`src/rtl/mem_port_arbiter_pkg.sv`:
```
// Shared encodings for the unified memory port arbiter.
// Holds FSM state codes, grant codes and a counter-width helper.
// Imported by the arbiter top; the address mux is encoding-agnostic.
package mem_port_arbiter_pkg;

  // FSM state encodings
  localparam logic [1:0] ST_IDLE   = 2'd0;
  localparam logic [1:0] ST_ACCESS = 2'd1;
  localparam logic [1:0] ST_DONE   = 2'd2;

  // Grant encodings; these double as the address mux select value
  localparam logic GNT_IF = 1'b0;
  localparam logic GNT_DM = 1'b1;

  // Bits needed to hold values 0..max_val (at least one bit)
  function automatic int unsigned cnt_w(input int unsigned max_val);
    return (max_val < 1) ? 1 : $clog2(max_val + 1);
  endfunction

endpackage

```
`src/rtl/Mux2x1.sv`:
```
// Generic 2:1 datapath mux.
// Purely combinational, zero latency.
// No flow control; output follows inputs.
module Mux2x1 #(
  parameter int size = 32
) (
  input  logic [size-1:0] a,
  input  logic [size-1:0] b,
  input  logic            sel,
  output logic [size-1:0] out
);

  assign out = sel ? b : a;

endmodule

```
`src/rtl/mem_port_arbiter.sv`:
```
// Arbitrates the single memory port between instruction fetch and data memory.
// Latency: request sampled in IDLE -> MEM_LAT access cycles -> ready pulse (MEM_LAT+1).
// No queueing: the loser simply holds its request; the pipeline stalls until ready.
module mem_port_arbiter
  import mem_port_arbiter_pkg::*;
#(
  parameter int ADDR_W     = 32,
  parameter int DATA_W     = 32,
  parameter int MEM_LAT    = 2,
  parameter int STARVE_MAX = 3
) (
  input  logic              clk,
  input  logic              rst_n,
  input  logic              if_req,
  input  logic [ADDR_W-1:0] if_addr,
  output logic              if_ready,
  output logic [DATA_W-1:0] if_rdata,
  input  logic              dm_req,
  input  logic              dm_we,
  input  logic [ADDR_W-1:0] dm_addr,
  input  logic [DATA_W-1:0] dm_wdata,
  output logic              dm_ready,
  output logic [DATA_W-1:0] dm_rdata,
  output logic              mem_en,
  output logic              mem_we,
  output logic [ADDR_W-1:0] mem_addr,
  output logic [DATA_W-1:0] mem_wdata,
  input  logic [DATA_W-1:0] mem_rdata,
  output logic              addr_sel,
  output logic              busy
);

  localparam int LW = cnt_w(MEM_LAT - 1);
  localparam int SW = cnt_w(STARVE_MAX);
  localparam logic [LW-1:0] LAT_INIT   = LW'(MEM_LAT - 1);
  localparam logic [SW-1:0] STARVE_LIM = SW'(STARVE_MAX);

  logic [1:0]        state_q, state_d;
  logic              grant_q, grant_d;
  logic [LW-1:0]     lat_q, lat_d;
  logic [SW-1:0]     starve_q, starve_d;
  logic [DATA_W-1:0] rdata_q, rdata_d;
  logic [ADDR_W-1:0] mux_addr;

  // Next-state: IDLE arbitration with starvation guard, fixed-latency access, one DONE cycle
  always_comb begin
    state_d  = state_q;
    grant_d  = grant_q;
    lat_d    = lat_q;
    starve_d = starve_q;
    rdata_d  = rdata_q;
    case (state_q)
      ST_IDLE: begin
        if (dm_req && ((starve_q < STARVE_LIM) || !if_req)) begin
          // DM wins unless IF has waited through STARVE_MAX back-to-back DM grants
          grant_d  = GNT_DM;
          state_d  = ST_ACCESS;
          lat_d    = LAT_INIT;
          starve_d = !if_req ? '0 :
                     (starve_q == STARVE_LIM) ? starve_q : starve_q + 1'b1;
        end else if (if_req) begin
          grant_d  = GNT_IF;
          state_d  = ST_ACCESS;
          lat_d    = LAT_INIT;
          starve_d = '0;
        end
      end
      ST_ACCESS: begin
        if (lat_q == '0) begin
          rdata_d = mem_rdata;
          state_d = ST_DONE;
        end else begin
          lat_d = lat_q - 1'b1;
        end
      end
      ST_DONE: begin
        // Requester drops req on the ready edge, so never re-grant from here
        state_d = ST_IDLE;
      end
      default: state_d = ST_IDLE;
    endcase
  end

  // State registers; reset aborts any access in flight without a ready pulse
  always_ff @(posedge clk or negedge rst_n) begin
    if (!rst_n) begin
      state_q  <= ST_IDLE;
      grant_q  <= GNT_IF;
      lat_q    <= '0;
      starve_q <= '0;
      rdata_q  <= '0;
    end else begin
      state_q  <= state_d;
      grant_q  <= grant_d;
      lat_q    <= lat_d;
      starve_q <= starve_d;
      rdata_q  <= rdata_d;
    end
  end

  assign busy     = (state_q != ST_IDLE);
  assign addr_sel = busy && (grant_q == GNT_DM);
  assign mem_en   = (state_q == ST_ACCESS);
  assign mem_we   = mem_en && (grant_q == GNT_DM) && dm_we;
  assign if_ready = (state_q == ST_DONE) && (grant_q == GNT_IF);
  assign dm_ready = (state_q == ST_DONE) && (grant_q == GNT_DM);
  assign if_rdata = rdata_q;
  assign dm_rdata = rdata_q;

  Mux2x1 #(.size(ADDR_W)) u_addr_mux (
    .a   (if_addr),
    .b   (dm_addr),
    .sel (addr_sel),
    .out (mux_addr)
  );

  // Address and store data are held at zero outside ACCESS so the memory bus is quiet
  // (and all outputs read zero while held in reset)
  assign mem_addr  = mem_en ? mux_addr : '0;
  assign mem_wdata = mem_en ? dm_wdata : '0;

endmodule

```
`config.mk`:
```
export PLATFORM = sky130hd
export DESIGN_NAME = mem_port_arbiter
export DESIGN_NICKNAME = d
export VERILOG_FILES = /design/src/rtl/mem_port_arbiter_pkg.sv /design/src/rtl/Mux2x1.sv /design/src/rtl/mem_port_arbiter.sv
export SDC_FILE = /design/constraint.sdc
export NUM_CORES = 1
export LEC_CHECK = 0
export ABC_AREA = 1
export CORE_AREA = 3 3 102 104
export CTS_CLUSTER_SIZE = 10
export DETAILED_ROUTE_END_ITERATION = 8
export DIE_AREA = 0 0 105 107
export PLACE_DENSITY = 0.76
export SKIP_LAST_GASP = 1
export SYNTH_ARGS = -nofsm -noshare
export SYNTH_HDL_FRONTEND = slang
export SYNTH_SLANG_ARGS = --single-unit
```
`constraint.sdc`:
```
create_clock -name clk -period 1.72 [get_ports clk]
set_clock_uncertainty 0.1 [all_clocks]
set_input_delay 0.258 -clock clk [delete_from_list [all_inputs] [get_ports clk]]
set_output_delay 0.258 -clock clk [all_outputs]
set_load 0.02 [all_outputs]
```
==> results.cfg <==
[outcome]
status = finished with violations
violations = setup timing

[setup_path]
endpoint = mem_addr[15]
worst-setup-path-type = flip-flop to output pin
crit-reg2reg-launch = state_q[0]$_DFFE_PN0P_
crit_start = state_q[1]$_DFFE_PN0P_
startpoint_type = flip-flop
ff2ff_path_depth = 9
cp-end-kind = output pin
rr_endpoint = dm_rdata[14]$_DFFE_PN0P_
worst-r2r-setup-slack_ns = 0.15
critical_path_arrival_ns = 1.55
worstPathRequired_ns = 1.36
critical_path.max_fanout = 7

[logic_synthesis]
synth_seq_cells = 38
async_flop_share_pct = 100
synth.distinct_cells = 14
synth_edf_count = 0
synth_commonest_cells = nand2_1, inv_1, nor2_1
yosys_most_used_dff = dfrtp_1
avgSynthCellArea_um2 = 5.80
netlist_instances = 479
synth_top_area_share_pct = 34.2
syn_area_um2 = 2780
synth_area_leaders = dfrtp_1, nand2_1, inv_1, nor2_1, buf_4
synth_fp_nets = 613
seq_area_frac_synth_pct = 34.2
synth_top_area_cell = dfrtp_1
synth.most_common_cell = nand2_1
ys.warnings.count = 0

[placed_design]
gp_congestion = 0.802
place_area_um2 = 5390
hpwlAfterDp_um = 8570
io_buffers = 266
post-place-ws_ns = -0.430
place_inst = 838

[pwr]
switchingPower_mw = 6.01
p_sw_share_pct = 47.2
peakVddDrop_mv = 1.08
power.internal_mw = 6.71
powerDensity_nw_per_um2 = 2070
pwr-share-comb_pct = 79.4
p_seq_share_pct = 13.4
p_clk_share_pct = 7.1
finalPower_mw = 12.7
p_leak_nw = 3.34

[cts]
clk_pin_slew_ns = 0.08
tritoncts = yes
clk_latency_ns = 0.29
cts_buffer_depth = 2
cts.root.buffer_cell = clkbuf_8
htree_levels = 2
cts_sinks = 38
cts_buffers = 5

[final_layout]
nFillCells = 822
antenna_cells = 0
final_area_um2 = 6150
final_nets = 877
drive_above_1_share_pct = 25.8
area_delta_synth_final_pct = 121
final_cells = 877
postLayoutCoreUtil_pct = 63.8

[floorplanning]
die_w_um = 105
rows = 36
design.die.area_um2 = 11200
start_util_pct = 28.8
die_h_um = 107
ios = 267
placeableCoreArea_um2 = 9640

[global_routing]
grt_pass1_wl_um = 17700
antenna_found_initial = 0
grt_pass1_vias = 3563
grt_max_degree = 39
grt_usage_pct = 19.4
overflow = 0

[detailed_routing]
routed_via_density = 4.28
route.met2.wl_um = 6630
postRouteWirelength_um = 12600
wire_per_inst_um = 14.4
drt_first_pass_iters = 4
ant_nets = 0
met3_length_um = 850
drt_iter0_markers = 251
routed.top_layer = met4
drc = 0
vias = 3752
m1WireLength_um = 4790

[timing]
hold_viol_final = 0
maxSlewHeadroom_pct = 69.1
rsz0062_at_grt = yes
setup-violations-final = 49
min_period_ns = 1.91
tightestPinTransition_ns = 0.463
finalCritPeriodShare_pct = 111
drv_slew = 0
fin_ws_ns = -0.190
clock.fmax_mhz = 523

[job]
drv_cap = 0

[hold_path]
hp-class = flip-flop to flip-flop
## cell families after synthesis
group,count (synthesis),synth area share [%]
compound gates,3,0.540
fa+ha+maj,1,0.450
buf+inv,154,26.0
flops,38,34.2
simple gates,283,38.8
## layer usage
metal | vias to the layer above | GRT usage, %
met3 | 30 | 4.46
met4 | 0 | 4.97
li1 | 1825 | -
met5 | - | 0
met2 | 184 | 36.3
met1 | 1713 | 22.3
## cell type report
cell class,count,area [um2],area share (%)
clock buffer,5,68.8,1.12
multi-input combinational,288,1350,21.9
sequential,38,951,15.5
tap,133,166,2.71
clock inverter,3,68.8,1.12
inverter,102,383,6.23
timing repair buffer,308,3160,51.4
## per-stage QoR
stage               setup TNS (ns)  hold slack, ns
global route                -11.01           0.397
detailed placement          -17.80           0.233
floorplan                        0          -0.138
finish                       -6.65           0.364
global placement            -15.80           0.218
CTS                         -12.23           0.363
## power by group through the flow
| stage | clock network (mW) | registers (mW) | logic (mW) |
|---|---|---|---|
| 5_1_grt | 0.953 | 1.78 | 10.7 |
| 3_3_place_gp | 0 | 1.69 | 7.97 |
| 6_report | 0.909 | 1.71 | 10.1 |
| 2_1_floorplan | 0 | 2.09 | 4.16 |
| 3_5_place_dp | 0 | 1.69 | 8.10 |
| 4_1_cts | 0.930 | 1.71 | 8.35 |
## layout by cell type (no fill, tap or decap), drive strengths merged
master / Yosys / routed
buf: 50 / 108
bufinv: 0 / 2
clkbuf: 2 / 9
clkdlybuf4s50: 0 / 191
clkinv: 0 / 1
dfrtp: 38 / 38
dlygate4sd3: 0 / 1
dlymetal6s2s: 0 / 4
ha: 1 / 1
inv: 102 / 102
nand2: 176 / 176
nand3: 1 / 1
nor2: 104 / 105
nor3: 2 / 2
o21ai: 3 / 3
## worst max-delay path, cell delays in order (launching register included)
cell and delay, ns:
dfrtp_1 0.42, inv_2 0.12, nand2_8 0.11, buf_12 0.17, buf_8 0.12, nor2_2 0.08, nand2_1 0.07, inv_1 0.07
buf_6 0.11
## how the worst min path moves through the flow
stage,start,end,cells past startpoint
6_report,lat_q$_DFFE_PN0P_,state_q[1]$_DFFE_PN0P_,1
5_1_grt,mem_rdata[28],dm_rdata[28]$_DFFE_PN0P_,3
4_1_cts,lat_q$_DFFE_PN0P_,state_q[1]$_DFFE_PN0P_,1
3_5_place_dp,rst_n,dm_rdata[1]$_DFFE_PN0P_,2
3_3_place_gp,rst_n,dm_rdata[1]$_DFFE_PN0P_,2
2_1_floorplan,rst_n,dm_rdata[0]$_DFFE_PN0P_,0
## sequential cells by signal (all words and copies together) (netlist names)
signal / count
grant_q: 1
state_q: 2
dm_rdata: 32
lat_q: 1
starve_q: 2
## what timing repair did
action,CTS,global route
pin swaps,4,13
cloned,3,4
hold endpoints to repair,38,0
buffers inserted,9,15
endpoints found under the setup margin,70,107
hold buffers,1,0
resized for setup,222,275
No activity file was read; power rests on OpenSTA's default activity.
